**config.mk**
```make
export PLATFORM = sky130hd
export DESIGN_NAME = eth_bd_ram_arb
export DESIGN_NICKNAME = d
export VERILOG_FILES = /design/src/rtl/eth_bd_arb_pkg.sv /design/src/rtl/eth_rr_arb3.sv /design/src/rtl/eth_bd_ram_arb.sv
export SDC_FILE = /design/constraint.sdc
export NUM_CORES = 1
export LEC_CHECK = 0
export CAP_MARGIN = 20
export CORE_MARGIN = 3
export CORE_UTILIZATION = 35
export CTS_CLUSTER_SIZE = 16
export DETAILED_ROUTE_END_ITERATION = 8
export HOLD_SLACK_MARGIN = 0.15
export MAX_ROUTING_LAYER = met4
export PLACE_DENSITY = 0.82
export SYNTH_ARGS = -nofsm -noshare
export SYNTH_HDL_FRONTEND = slang
export SYNTH_SLANG_ARGS = --single-unit
```
**constraint.sdc**
```tcl
create_clock -name clk -period 3.6 [get_ports clk]
set_input_delay 0.9 -clock clk [delete_from_list [all_inputs] [get_ports clk]]
set_output_delay 0.9 -clock clk [all_outputs]
set_load 0.01 [all_outputs]
```
**src/rtl/eth_bd_arb_pkg.sv**
```systemverilog
// Shared definitions for the Ethernet buffer-descriptor RAM arbiter:
// requester indices, FSM state type, field widths and index helpers.
package eth_bd_arb_pkg;

  localparam int NUM_REQ    = 3;
  localparam int BE_W       = 4;
  localparam int LOCK_CNT_W = 4;

  typedef logic [1:0]            req_idx_t;
  typedef logic [LOCK_CNT_W-1:0] lock_cnt_t;

  localparam req_idx_t REQ_HOST = 2'd0;
  localparam req_idx_t REQ_TX   = 2'd1;
  localparam req_idx_t REQ_RX   = 2'd2;

  typedef enum logic {
    ST_ARB    = 1'b0,
    ST_LOCKED = 1'b1
  } arb_state_t;

  // Requester that follows i in round-robin order (RX wraps to host).
  function automatic req_idx_t next_idx(input req_idx_t i);
    return (i >= REQ_RX) ? REQ_HOST : i + 2'd1;
  endfunction

  function automatic req_idx_t onehot_idx(input logic [NUM_REQ-1:0] oh);
    if (oh[REQ_RX]) return REQ_RX;
    if (oh[REQ_TX]) return REQ_TX;
    return REQ_HOST;
  endfunction

endpackage

```
**src/rtl/eth_rr_arb3.sv**
```systemverilog
// Three-way round-robin picker: grants the first asserted request found
// when searching upward from ptr, wrapping RX back to host.
module eth_rr_arb3
  import eth_bd_arb_pkg::*;
(
  input  logic [NUM_REQ-1:0] req,
  input  req_idx_t           ptr,
  output logic [NUM_REQ-1:0] gnt
);

  req_idx_t idx;
  logic     found;

  // An out-of-range pointer is treated as host so the search always starts on a real requester.
  always_comb begin
    gnt   = '0;
    found = 1'b0;
    idx   = (ptr > REQ_RX) ? REQ_HOST : ptr;
    for (int k = 0; k < NUM_REQ; k++) begin
      if (!found && req[idx]) begin
        gnt[idx] = 1'b1;
        found    = 1'b1;
      end
      idx = next_idx(idx);
    end
  end

endmodule

```
**src/rtl/eth_bd_ram_arb.sv**
```systemverilog
// Buffer-descriptor RAM arbiter for host, TX and RX with optional burst locking.
// Define ETH_BD_ARB_HOST_PRIO_EN to give the host strict priority while arbitrating.
module eth_bd_ram_arb
  import eth_bd_arb_pkg::*;
#(
  parameter int AW       = 8,
  parameter int DW       = 32,
  parameter int LOCK_MAX = 4
) (
  input  logic                    clk,
  input  logic                    rst_n,
  input  logic [NUM_REQ-1:0]      req,
  input  logic [NUM_REQ-1:0]      lock,
  input  logic [NUM_REQ*BE_W-1:0] we,
  input  logic [NUM_REQ*AW-1:0]   addr,
  input  logic [NUM_REQ*DW-1:0]   wdata,
  output logic [NUM_REQ-1:0]      gnt,
  output logic [NUM_REQ-1:0]      rvalid,
  output logic [DW-1:0]           rdata,
  output logic                    ram_ce,
  output logic [BE_W-1:0]         ram_we,
  output logic                    ram_oe,
  output logic [AW-1:0]           ram_addr,
  output logic [DW-1:0]           ram_di,
  input  logic [DW-1:0]           ram_dout
);

  localparam lock_cnt_t LOCK_LIMIT = lock_cnt_t'(LOCK_MAX);

  arb_state_t          state_q, state_d;
  req_idx_t            ptr_q, ptr_d;
  req_idx_t            owner_q, owner_d;
  lock_cnt_t           cnt_q, cnt_d;
  lock_cnt_t           cnt_inc;
  logic [NUM_REQ-1:0]  rr_req, rr_gnt;
  logic [NUM_REQ-1:0]  rvalid_q;
  logic [AW-1:0]       addr_q;
  logic [DW-1:0]       di_q;
  logic [BE_W-1:0]     we_arr   [NUM_REQ];
  logic [AW-1:0]       addr_arr [NUM_REQ];
  logic [DW-1:0]       di_arr   [NUM_REQ];
  logic                gnt_any;
  logic                rd_gnt;
  req_idx_t            gnt_idx;

  always_comb begin
    for (int i = 0; i < NUM_REQ; i++) begin
      we_arr[i]   = we[i*BE_W +: BE_W];
      addr_arr[i] = addr[i*AW +: AW];
      di_arr[i]   = wdata[i*DW +: DW];
    end
  end

`ifdef ETH_BD_ARB_HOST_PRIO_EN
  // Host wins outright; TX and RX only rotate when the host is quiet.
  assign rr_req = req[REQ_HOST] ? 3'b001 : (req & 3'b110);
`else
  assign rr_req = req;
`endif

  eth_rr_arb3 u_rr (
    .req (rr_req),
    .ptr (ptr_q),
    .gnt (rr_gnt)
  );

  always_ff @(posedge clk or negedge rst_n) begin
    if (!rst_n) begin
      state_q <= ST_ARB;
      ptr_q   <= REQ_HOST;
      owner_q <= REQ_HOST;
      cnt_q   <= '0;
    end else begin
      state_q <= state_d;
      ptr_q   <= ptr_d;
      owner_q <= owner_d;
      cnt_q   <= cnt_d;
    end
  end

  assign gnt_any = |gnt;
  assign gnt_idx = onehot_idx(gnt);
  assign cnt_inc = cnt_q + lock_cnt_t'(1);

  // Every grant moves the pointer past the winner, so a released owner goes to the back.
  always_comb begin
    state_d = state_q;
    ptr_d   = ptr_q;
    owner_d = owner_q;
    cnt_d   = cnt_q;
    if (gnt_any) begin
      ptr_d = next_idx(gnt_idx);
      case (state_q)
        ST_ARB: begin
          if (lock[gnt_idx] && (LOCK_MAX > 1)) begin
            state_d = ST_LOCKED;
            owner_d = gnt_idx;
            cnt_d   = lock_cnt_t'(1);
          end
        end
        ST_LOCKED: begin
          if (!lock[owner_q] || (cnt_inc >= LOCK_LIMIT)) begin
            state_d = ST_ARB;
            cnt_d   = '0;
          end else begin
            cnt_d = cnt_inc;
          end
        end
      endcase
    end
  end

  // Grants are combinational from req, so they are masked directly while reset is held.
  always_comb begin
    gnt = '0;
    if (rst_n) begin
      if (state_q == ST_LOCKED) begin
        if (req[owner_q]) gnt[owner_q] = 1'b1;
      end else begin
        gnt = rr_gnt;
      end
    end
  end

  always_comb begin
    rd_gnt   = gnt_any && (we_arr[gnt_idx] == '0);
    ram_we   = gnt_any ? we_arr[gnt_idx]   : '0;
    ram_addr = gnt_any ? addr_arr[gnt_idx] : addr_q;
    ram_di   = gnt_any ? di_arr[gnt_idx]   : di_q;
    ram_oe   = |rvalid_q;
    ram_ce   = gnt_any || ram_oe;
    rdata    = ram_oe ? ram_dout : '0;
  end

  assign rvalid = rvalid_q;

  always_ff @(posedge clk or negedge rst_n) begin
    if (!rst_n) begin
      rvalid_q <= '0;
      addr_q   <= '0;
      di_q     <= '0;
    end else begin
      rvalid_q <= rd_gnt ? gnt : '0;
      addr_q   <= ram_addr;
      di_q     <= ram_di;
    end
  end

endmodule

```
==> summary.md <==
| Metric | Value |
|---|---|
| Worst Setup SP | `ptr_q[0]` |
| CTS tree | `done` |
| Largest area contributor in the netlist | `dfrtp_1` |
| Residual DRC count | `0` |
| CTS sink cnt | `52` |
| CP endpoint | `ram_di[0]` |
| Drt initial violations | `521` |
| Sequential share of power | `14.2%` |
| Die area | `11220 sq um` |
| Commonest non-fill, non-tap cells in the layout | `clkdlybuf4s50_1, nand2_1, buf_4` |
| Clock power frac | `5.2%` |
| Final Util | `78.28%` |
| Pwr Total | `6987 uW` |
| Mapped Area | `3496 sq um` |
| Reg2reg end | `cnt_q[0]` |
| Vias per inst | `5.755` |
| Detailed-route via count | `5082` |
| Wire length on met3 | `1866 um` |
| CTS H-tree lvls | `2` |
| # IOs | `256` |
| Fin area | `7405 sq um` |
| Crit Path Max Fanout | `8` |
| Mapped Cells | `429` |
| Logic gate share of total power | `80.6%` |
| Share of post-route cells with drive strength above 1 | `26.29%` |
| Synthesized area per cell | `8.149 sq um` |
| Most common cell after layout, fill and taps aside | `clkdlybuf4s50_1` |
| Skew-Pair Late Insertion Delay | `0.31 ns` |
| Final wirelength | `19260 um` |
| Wl on met1 | `6799 um` |
| Worst Hold Class | `flop to flop` |
| Total of max-cap violations | `0` |
| CP required | `2.70 ns` |
| Flop and latch count out of synthesis | `52` |
| Width of the die | `105.9 um` |
| Syn_nets | `606` |
| Met2 WL | `9476 um` |
| Flop2flop setup slack | `0.55 ns` |
| CP Cell Sequence | `inv_4, ha_4, nand4bb_1, a21oi_2, o2111a_1, or3_4, nor3_4, buf_6, buf_8, buf_16, a311oi_2, a21o_1, buf_6` |
| Fin. Hold Viols | `0` |
| GRT overflow | `0` |
| Share of the synthesized area in the top cell type | `37.22%` |
| RePlAce Congestion | `0.8999` |
| Final HPWL DP | `11030 um` |
| Leak Pwr | `0.003343 uW` |
| Final worst slack | `-0.3022 ns` |
| Longest Clk Path Bufs | `2` |
| Hold path start | `di_q[19]` |
| Failing checks | `setup timing` |
| Switch share | `41.94%` |
| First drt pass iteration count | `5` |
| Fin crit period | `3.902 ns` |
| Starting Density | `36.96%` |
| Slew Limit Fails | `0` |
| Top FF cell, synth | `dfrtp_1` |
| Final setup vio count | `44` |
| Seq/Total Area, Yosys | `37.22%` |
| Gr usage total | `31.59%` |
| Dpl cell area | `6382 sq um` |
| Vias in the first global route | `5077` |
| Most frequent CP cell | `buf_6` |
| Top Layer Used | `met4` |
| Worst vdd ir | `0.0005518 V` |
| PwrDens | `943.7 nW/um^2` |
| Clk Tree Root Cell | `clkbuf_8` |
| Site Rows | `35` |
| Reg-to-reg startpoint | `ptr_q[1]` |
| TritonCTS buffer count | `5` |
| Synth-to-layout area growth | `111.8%` |
| Synth area leaders | `dfrtp_1, nand2_1, a311oi_1` |
| Max Clock Skew | `0.01253 ns` |
| Routed len/inst | `21.81 um` |
| Data arrival, critical path | `3.00 ns` |
| CP max stage delay | `0.48 ns` |
| Initial antenna violation count | `1` |
| Height of the die | `105.9 um` |
| CP Capture Type | `output pin` |
| Reg2reg path depth | `13` |
| Yosys Warn Count | `0` |
| Crit path launch type | `flop` |
| Critical path's slowest cell | `dfrtp_2` |
| Antenna viol nets, final | `0` |
| PortBufs | `255` |
| Slew HR | `64.82%` |
| Tightest Pin Transition | `0.5145 ns` |
| Layout Nets | `930` |
| Fmax | `256.3 MHz` |
| Kind of critical path | `flop to output pin` |
| Switch Pwr | `2930 uW` |
| Status | `finished with violations` |
| Clock transition at the registers of the reported paths | `0.10 ns` |
| Final Cycle Share | `108.4%` |
| Post-synth cell types | `47` |
| First-pass GRT wire length | `27320 um` |
| Total core area | `9459 sq um` |
| Pin count of the biggest net entering global routing | `45` |
| RSZ-0062 raised after global routing | `yes` |
| Async set-reset flop share out of synthesis | `100.0%` |
| Post-synth EDFFs | `0` |
| Int Power | `4057 uW` |
cell usage after synthesis, drive strengths merged (2+ instances only):
library cell	instances
nand2	85
dfrtp	52
nor2b	35
nor2	34
a21o	32
a311oi	29
buf	22
a21oi	18
nand3	18
clkbuf	14
a221o	12
inv	11
a31oi	6
nor3	6
ha	5
nand2b	5
and2	4
and3	3
mux2	3
nor4	3
o21ai	3
or3	3
a211o	2
a22o	2
mux2i	2
nor4b	2
o2111a	2
layer usage:
layer | up-vias | track usage, %
met1 | 2405 | 36.24
met5 | - | -
li1 | 2191 | -
met4 | 0 | 13.88
met3 | 98 | 6.436
met2 | 388 | 53.64
power groups by stage:
stage,clock [uW],combinational (uW),sequential [uW]
floorplan,0,1890,941
global placement,0,3710,969
detailed placement,0,3770,973
CTS,359,4920,974
global route,387,5860,1020
finish,363,5630,994
area by class of cell:
class	instances	area [sq um]
Antenna cell	1	2.502
Clock buffer	6	82.58
Clock inverter	1	8.758
Fill cell	604	2054
Inverter	11	46.29
Multi-Input combinational cell	330	2263
Sequential cell	52	1303
Tap cell	129	161.4
Timing Repair Buffer	353	3537
worst min path at each step:
stage,end,slack [ns],cells past startpoint
after floorplan,cnt_q[2],0.47,1
after global placement,di_q[29],0.46,1
after detailed placement,di_q[31],0.46,1
after CTS,di_q[15],0.49,1
after global routing,di_q[6],0.50,1
final,di_q[19],0.49,1
registers in the layout (all words and copies together), names as in the netlist:
signal	count
cnt_q	4
ptr_q	2
owner_q	2
state_q	1
addr_q	8
rvalid	3
di_q	32
timing repair:
action / in CTS / in global routing
gates cloned: 11 / 1
hold buffers: 0 / 0
hold endpoints to repair: 0 / 0
resized for setup: 262 / 29
setup buffers: 29 / 24
pin swaps: 21 / 16
setup endpoints to repair: 48 / 47
logic make-up (layout without fill, tap and decap cells):
| logic type | count (synthesis) | count (layout) | synth area share, % |
|---|---|---|---|
| simple gates | 203 | 203 | 27.81 |
| compound gates | 116 | 116 | 25.63 |
| flops | 52 | 52 | 37.22 |
| buf+inv | 47 | 371 | 5.762 |
| fa+ha+maj | 5 | 5 | 1.790 |
| mux | 5 | 5 | 1.539 |
| xor+xnor | 1 | 1 | 0.2506 |
| other cells | 0 | 1 | 0 |
per-stage QoR:
| stage | instances | hold WS (ns) | TNS, ns | setup slack, ns |
|---|---|---|---|---|
| floorplan | 429 | 0.4695 | 0 | 0.1430 |
| global placement | 815 | 0.4550 | -41.34 | -0.9470 |
| detailed placement | 815 | 0.4595 | -44.94 | -1.028 |
| CTS | 859 | 0.4858 | -4.864 | -0.1985 |
| global route | 883 | 0.4973 | -14.99 | -0.4346 |
| finish | 883 | 0.4868 | -9.379 | -0.3022 |
worst max-delay path: cells and delay by family (launching register included):
kind	cells	cell delay, ns
and+or+nand+nor	3	0.81
buffers and inverters	5	0.67
DFF	1	0.48
AOI/OAI and AO/OA	4	0.57
adders and majority gates	1	0.17
Note: power is estimated with default switching activity, not from simulation.
